File: src/rtl/div_pkg.sv
// Shared definitions for the sequential divider.
//   - div_state_e : FSM state encoding (IDLE, CALC, FIX, DONE)
//   - DIV_N       : default operand/result width
//   - MAG_W       : widest operand the magnitude helper supports
//   - magnitude() : two's-complement magnitude of a sign-extended value
package div_pkg;

    localparam int DIV_N = 32;
    localparam int MAG_W = 64;

    typedef enum logic [1:0] {
        IDLE = 2'd0,
        CALC = 2'd1,
        FIX  = 2'd2,
        DONE = 2'd3
    } div_state_e;

    // Callers sign-extend an N-bit operand to MAG_W bits and truncate the
    // result back to N bits. The most-negative N-bit value then maps to
    // 2^(N-1), which still fits in N unsigned bits.
    function automatic logic [MAG_W-1:0] magnitude(input logic [MAG_W-1:0] v);
        logic [MAG_W-1:0] m;
        if (v[MAG_W-1]) begin
            m = ~v + 64'd1;
        end else begin
            m = v;
        end
        return m;
    endfunction

endpackage

File: src/rtl/sequential_divider_if.sv
// Handshake and data bundle of the sequential divider.
//   master : drives start/in1/in2, observes busy/done/results/flags
//   slave  : the divider side
interface sequential_divider_if
    import div_pkg::*;
#(
    parameter int N = DIV_N
) ();

    logic         start;
    logic [N-1:0] in1;
    logic [N-1:0] in2;
    logic         busy;
    logic         done;
    logic [N-1:0] quotient;
    logic [N-1:0] remainder;
    logic         dzflag;
    logic         ovflag;

    modport master (
        output start, in1, in2,
        input  busy, done, quotient, remainder, dzflag, ovflag
    );

    modport slave (
        input  start, in1, in2,
        output busy, done, quotient, remainder, dzflag, ovflag
    );

endinterface

File: src/rtl/div_step.sv
// One combinational restoring-division step on unsigned magnitudes.
//   prem     : current N+1-bit partial remainder
//   dsr      : N-bit divisor magnitude
//   din      : dividend bit shifted in this step
//   prem_nxt : next partial remainder
//   qbit     : quotient bit produced by this step
module div_step #(
    parameter int N = 32
) (
    input  logic [N:0]   prem,
    input  logic [N-1:0] dsr,
    input  logic         din,
    output logic [N:0]   prem_nxt,
    output logic         qbit
);

    logic [N+1:0] shifted_s;
    logic [N+1:0] trial_s;

    // Shift, trial-subtract, keep or restore. One extra bit makes the
    // trial result's MSB a reliable sign bit.
    always_comb begin
        shifted_s = {prem, din};
        trial_s   = shifted_s - {2'b00, dsr};
        if (trial_s[N+1]) begin
            qbit     = 1'b0;
            prem_nxt = shifted_s[N:0];
        end else begin
            qbit     = 1'b1;
            prem_nxt = trial_s[N:0];
        end
    end

endmodule

File: src/rtl/sequential_divider.sv
// Multi-cycle signed divider: one restoring step per clock, quotient rounds
// toward zero, remainder takes the dividend's sign.
//   clk   : rising-edge clock
//   rst_n : asynchronous active-low reset
//   bus   : start/in1/in2 in; busy/done/quotient/remainder/dzflag/ovflag out
// Latency from the accepting edge to the done cycle is N+2 cycles.
module sequential_divider
    import div_pkg::*;
#(
    parameter int N = DIV_N
) (
    input  logic                 clk,
    input  logic                 rst_n,
    sequential_divider_if.slave  bus
);

    localparam int           CW       = $clog2(N + 1);
    localparam logic [N-1:0] MOST_NEG = {1'b1, {(N-1){1'b0}}};
    localparam logic [N-1:0] ALL_ONES = {N{1'b1}};
    localparam logic [N-1:0] ZERO_N   = {N{1'b0}};

    div_state_e    state_r;
    div_state_e    state_nxt_s;
    logic [CW-1:0] cnt_r;
    logic [N-1:0]  dvd_r;        // dividend magnitude, becomes the quotient
    logic [N-1:0]  dsr_r;
    logic [N-1:0]  in1_r;
    logic [N:0]    prem_r;
    logic          sign_q_r;
    logic          sign_dvd_r;
    logic          dz_r;
    logic          ov_r;

    logic          busy_r;
    logic          done_r;
    logic [N-1:0]  quot_r;
    logic [N-1:0]  rem_r;
    logic          dzflag_r;
    logic          ovflag_r;

    logic          accept_s;
    logic [N-1:0]  mag1_s;
    logic [N-1:0]  mag2_s;
    logic [N:0]    prem_nxt_s;
    logic          qbit_s;
    logic [N-1:0]  quot_fix_s;
    logic [N-1:0]  rem_fix_s;

    assign accept_s = (state_r == IDLE) && bus.start;
    assign mag1_s   = N'(magnitude(MAG_W'($signed(bus.in1))));
    assign mag2_s   = N'(magnitude(MAG_W'($signed(bus.in2))));

    div_step #(.N(N)) u_step (
        .prem     (prem_r),
        .dsr      (dsr_r),
        .din      (dvd_r[N-1]),
        .prem_nxt (prem_nxt_s),
        .qbit     (qbit_s)
    );

    // State register.
    always_ff @(posedge clk or negedge rst_n) begin
        if (!rst_n) begin
            state_r <= IDLE;
        end else begin
            state_r <= state_nxt_s;
        end
    end

    // Next-state logic; CALC leaves on the edge that takes the counter to 0.
    always_comb begin
        state_nxt_s = state_r;
        case (state_r)
            IDLE: begin
                if (bus.start) begin
                    state_nxt_s = CALC;
                end else begin
                    state_nxt_s = IDLE;
                end
            end
            CALC: begin
                if (cnt_r == CW'(1)) begin
                    state_nxt_s = FIX;
                end else begin
                    state_nxt_s = CALC;
                end
            end
            FIX:     state_nxt_s = DONE;
            DONE:    state_nxt_s = IDLE;
            default: state_nxt_s = IDLE;
        endcase
    end

    // Sign correction and special-case overrides applied on the FIX edge.
    always_comb begin
        quot_fix_s = dvd_r;
        rem_fix_s  = N'(prem_r);
        if (dz_r) begin
            quot_fix_s = ALL_ONES;
            rem_fix_s  = in1_r;
        end else if (ov_r) begin
            quot_fix_s = MOST_NEG;
            rem_fix_s  = ZERO_N;
        end else begin
            if (sign_q_r) begin
                quot_fix_s = ZERO_N - dvd_r;
            end else begin
                quot_fix_s = dvd_r;
            end
            if (sign_dvd_r) begin
                rem_fix_s = ZERO_N - N'(prem_r);
            end else begin
                rem_fix_s = N'(prem_r);
            end
        end
    end

    // Operand capture, iteration datapath and registered outputs.
    always_ff @(posedge clk or negedge rst_n) begin
        if (!rst_n) begin
            cnt_r      <= {CW{1'b0}};
            dvd_r      <= ZERO_N;
            dsr_r      <= ZERO_N;
            in1_r      <= ZERO_N;
            prem_r     <= {(N+1){1'b0}};
            sign_q_r   <= 1'b0;
            sign_dvd_r <= 1'b0;
            dz_r       <= 1'b0;
            ov_r       <= 1'b0;
            busy_r     <= 1'b0;
            done_r     <= 1'b0;
            quot_r     <= ZERO_N;
            rem_r      <= ZERO_N;
            dzflag_r   <= 1'b0;
            ovflag_r   <= 1'b0;
        end else begin
            case (state_r)
                IDLE: begin
                    if (accept_s) begin
                        dvd_r      <= mag1_s;
                        dsr_r      <= mag2_s;
                        in1_r      <= bus.in1;
                        prem_r     <= {(N+1){1'b0}};
                        cnt_r      <= CW'(N);
                        sign_q_r   <= bus.in1[N-1] ^ bus.in2[N-1];
                        sign_dvd_r <= bus.in1[N-1];
                        dz_r       <= (bus.in2 == ZERO_N);
                        ov_r       <= (bus.in1 == MOST_NEG) && (bus.in2 == ALL_ONES);
                        busy_r     <= 1'b1;
                    end
                end
                CALC: begin
                    prem_r <= prem_nxt_s;
                    dvd_r  <= {dvd_r[N-2:0], qbit_s};
                    cnt_r  <= cnt_r - CW'(1);
                end
                FIX: begin
                    quot_r   <= quot_fix_s;
                    rem_r    <= rem_fix_s;
                    dzflag_r <= dz_r;
                    ovflag_r <= ov_r;
                    done_r   <= 1'b1;
                end
                DONE: begin
                    done_r <= 1'b0;
                    busy_r <= 1'b0;
                end
                default: begin
                    done_r <= 1'b0;
                    busy_r <= 1'b0;
                end
            endcase
        end
    end

    assign bus.busy      = busy_r;
    assign bus.done      = done_r;
    assign bus.quotient  = quot_r;
    assign bus.remainder = rem_r;
    assign bus.dzflag    = dzflag_r;
    assign bus.ovflag    = ovflag_r;

endmodule

File: src/flat_wrapper.sv
// flat-port wrapper written by rule: the top's interface ports become plain ports
module sequential_divider_flat import div_pkg::*;
#(
    parameter int N = DIV_N
)
  (clk, rst_n, bus_start, bus_in1, bus_in2, bus_busy, bus_done, bus_quotient, bus_remainder, bus_dzflag, bus_ovflag);
  sequential_divider_if #(.N(N)) bus_i ();
  input  logic clk;
  input  logic rst_n;
  input wire logic [$bits(bus_i.start)-1:0] bus_start;
  input wire logic [$bits(bus_i.in1)-1:0] bus_in1;
  input wire logic [$bits(bus_i.in2)-1:0] bus_in2;
  output wire logic [$bits(bus_i.busy)-1:0] bus_busy;
  output wire logic [$bits(bus_i.done)-1:0] bus_done;
  output wire logic [$bits(bus_i.quotient)-1:0] bus_quotient;
  output wire logic [$bits(bus_i.remainder)-1:0] bus_remainder;
  output wire logic [$bits(bus_i.dzflag)-1:0] bus_dzflag;
  output wire logic [$bits(bus_i.ovflag)-1:0] bus_ovflag;
  assign bus_i.start = bus_start;
  assign bus_i.in1 = bus_in1;
  assign bus_i.in2 = bus_in2;
  assign bus_busy = bus_i.busy;
  assign bus_done = bus_i.done;
  assign bus_quotient = bus_i.quotient;
  assign bus_remainder = bus_i.remainder;
  assign bus_dzflag = bus_i.dzflag;
  assign bus_ovflag = bus_i.ovflag;
  sequential_divider #(.N(N)) u_core (.clk(clk), .rst_n(rst_n), .bus(bus_i));
endmodule
File: config.mk
export PLATFORM = sky130hd
export DESIGN_NAME = sequential_divider_flat
export DESIGN_NICKNAME = d
export VERILOG_FILES = /design/src/rtl/div_pkg.sv /design/src/rtl/sequential_divider_if.sv /design/src/rtl/div_step.sv /design/src/rtl/sequential_divider.sv /design/src/flat_wrapper.sv
export SDC_FILE = /design/constraint.sdc
export NUM_CORES = 1
export LEC_CHECK = 0
export ABC_AREA = 1
export CORE_MARGIN = 4
export CORE_UTILIZATION = 35
export DETAILED_ROUTE_END_ITERATION = 16
export PLACE_DENSITY = 0.51
export SYNTH_ARGS = -nofsm -noshare
export SYNTH_HDL_FRONTEND = slang
export SYNTH_HIERARCHICAL = 1
export SYNTH_SLANG_ARGS = --single-unit
File: constraint.sdc
create_clock -name clk -period 2.7 [get_ports clk]
set_input_delay 0.81 -clock clk [delete_from_list [all_inputs] [get_ports clk]]
set_output_delay 0.81 -clock clk [all_outputs]
set_load 0.01 [all_outputs]
==> impl_metrics.tcl <==
set metrics [dict create \
    numPortBuffers 134 \
    cp_max_fo 17 \
    report.final.slew_viol_count 0 \
    fin_area_um2 18500 \
    grt_first_pass_wirelength_um 86800 \
    final.setup.tns_ps 0 \
    cp_slowest_stage_delay_ps 400 \
    vias_per_cell 5.12 \
    clk_path_buf_depth 3 \
    die_width_um 217 \
    dp.final_hpwl_um 43600 \
    outcome "completed" \
    cts_hold_buf 0 \
    track_usage_pct 23.2 \
    place_congestion 0.962 \
    crit_buf_inv 1 \
    htree_levels 1 \
    finalSetupViolCount 0 \
    avgSynthCellArea_um2 6.48 \
    cpMostUsedCell "nand2_1" \
    clk_pin_slew_ps 60 \
    ys_warn_count 6 \
    path_cells "inv_1 > ha_1 > nand2_1 > nor3_2 > nand2_1 > nor3_2 > nand2_2 > nand2_4 > nand2_4 > nand3_1 > nand2_1 > a22o_1" \
    fin_crit_sh_pct 94.5 \
    hold_violations 0 \
    antenna_found_initial 1 \
    setup_ws_ps 148 \
    first_global_vias 15002 \
    drt_wl_total_um 56400 \
    rrSetupSlack_ps 150 \
    ff2ff_path_depth 12 \
    power_leakage_nw 9.29 \
    ant_nets 0 \
    reg2reg_to "u_core/prem_r[32]" \
    root_buffer "clkbuf_16" \
    ios 135 \
    crit_required_ps 3120 \
    drive_above_1_share_pct 6.96 \
    insertion_delay_ps 550 \
    start_util_pct 35.4 \
    fp.dieArea_um2 47000 \
    critical_path_arrival_ps 2980 \
    critical_path_class "reg2reg" \
    drt-wirelength-per-cell_um 18.1 \
    r2r-start "u_core/dsr_r[30]" \
    drc 0 \
    yosysSeqAreaShare_pct 34.1 \
    fmax_mhz 392 \
    pre_cts_slack_ps 0.501 \
    synthesis.instances 2352 \
    core_um2 43100 \
    critPathTopFamily "simple AND/OR/NAND/NOR gates" \
    dr_total_vias 15959 \
    hold_class "in2async" \
    post_cts_buffers 0 \
    power.density_nw_per_um2 395 \
    grt_start_max_net_pins 72 \
    clock_skew_ps 26.5 \
    die_h_um 217 \
    dr.first_iter.drc_count 1581 \
    synth-seq-cells 208 \
    tightest_slew_ps 771 \
    first_pass_iters 6 \
    syn_area_um2 15300 \
    rows 76 \
    cap_violations 0 \
    cts_tree "built" \
    nets 2614 \
    cp_slowest_cell "ha_1" \
    slew_headroom_pct 48.6 \
    syn_nets 2459 \
    cts_made_buffers 27 \
    min_period_ps 2550 \
    startpoint_type "flop" \
    gr-total-overflow 0 \
    fillers 4595 \
    endpoint_kind "flop" \
    total_power_w 0.00732 \
    cts_resized 0 \
    synth_cell_types 42 \
    clock-sinks 208 \
    place_area_um2 17600 \
    syn2layout_area_growth_pct 21.6 \
    vdd.ir_drop.worst_mv 0.307 \
]
-- cell families (layout without fill, tap and decap cells) --
family	after synthesis	count (layout)	synth area share (%)
compound gates	273	273	10.3
other cells	0	2	0
mux	2	2	0.131
xor+xnor	51	51	2.93
fa+ha+maj	40	40	3.33
flops	208	208	34.1
buf+inv	404	578	10.6
simple gates	1374	1375	38.5
-- state kept, by name, summed over array words and instances (netlist names), 6 cells and up, named ones only --
signal,count
u_core/prem_r,33
u_core/bus.quotient,32
u_core/bus.remainder,32
u_core/dsr_r,32
u_core/dvd_r,32
u_core/in1_r,32
u_core/cnt_r,6
-- worst max-delay path by stage --
stage,startpoint,endpoint,cells after the start,slack [ps]
6_report,u_core/dsr_r[30],u_core/prem_r[32],12,150
3_5_place_dp,bus_in1[4],u_core/dvd_r[25],8,0.5
5_1_grt,u_core/dsr_r[30],u_core/prem_r[32],12,-20
4_1_cts,u_core/dsr_r[30],u_core/prem_r[32],12,150
2_1_floorplan,u_core/prem_r[5],u_core/prem_r[32],14,590
3_3_place_gp,bus_in1[1],u_core/dvd_r[30],11,40
-- metal layers --
| layer | global-route usage, % | wire length (um) | vias to the layer above |
|---|---|---|---|
| met5 | 0 | 0 | - |
| met4 | 4.27 | 1030 | 0 |
| met3 | 2.01 | 2920 | 51 |
| met2 | 34.9 | 24000 | 481 |
| met1 | 36.4 | 28400 | 7553 |
| li1 | - | - | 7874 |
-- final cells by class --
cell class	instances	area, um^2	share of cell area, %
multi-input combinational	1741	8480	45.7
sequential	208	5200	28.1
timing repair buffer	206	1970	10.6
inverter	323	1210	6.54
clock buffer	34	762	4.11
tap	585	732	3.95
clock inverter	15	168	0.904
antenna	2	5.00	0.0270
-- cell usage after synthesis, drive strengths merged --
cell type / instances / area [um^2]
nand3b: 5 / 37.5
a21oi: 48 / 240
dfrtp: 208 / 5200
o21bai: 11 / 82.6
nor2: 230 / 911
o31ai: 4 / 30.0
xor2: 43 / 377
o211ai: 26 / 195
o221ai: 2 / 17.5
nand3: 292 / 1490
a21o: 1 / 7.51
clkbuf: 37 / 139
nand4: 50 / 313
nand2: 757 / 2880
xnor2: 8 / 70.1
a22o: 1 / 8.76
ha: 39 / 488
inv: 323 / 1210
o21ai: 143 / 723
or2: 6 / 37.5
o22ai: 1 / 6.26
nor3: 19 / 110
a22oi: 30 / 225
fa: 1 / 20.0
mux2i: 2 / 20.0
a31oi: 6 / 37.5
nor4: 3 / 25.0
buf: 44 / 270
and2: 12 / 75.1
-- power by group --
group | switching, W | internal [W] | total (W)
sequential | 0 | 0.00312 | 0.00312
clock | 0.00148 | 0.00228 | 0.00376
combinational | 0.000272 | 0.000169 | 0.000441
total | 0.00175 | 0.00557 | 0.00732
-- layout by cell type (no fill, tap or decap), types with 3 or more instances in the layout --
master	instances
nor2_1	216
buf_12	7
clkbuf_8	6
a31oi_1	6
inv_2	10
nor3_2	3
o21ai_0	120
xor2_1	43
nand4_1	50
clkinvlp_4	4
nor2_2	10
and2_1	12
nand3_2	5
buf_4	65
clkbuf_16	27
o31ai_1	4
o211ai_1	26
nand3_1	286
ha_1	39
clkinv_2	6
dfrtp_1	208
a21oi_1	47
a22oi_1	30
clkdlybuf4s50_1	133
nor2_4	4
bufinv_16	3
o21ai_1	21
nor3_1	16
nand2_2	8
inv_1	313
nand2_1	746
o21bai_1	11
xnor2_1	8
or2_2	6
nand3b_1	5
-- metrics by stage --
stage,util (%),hold WS (ps),cells
2_1_floorplan,-,449,2352
3_5_place_dp,40.8,468,3062
5_1_grt,43.0,211,3112
4_1_cts,42.9,189,3111
6_report,43.0,193,3114
3_3_place_gp,40.8,460,3062
No activity file was read; power rests on OpenSTA's default activity.
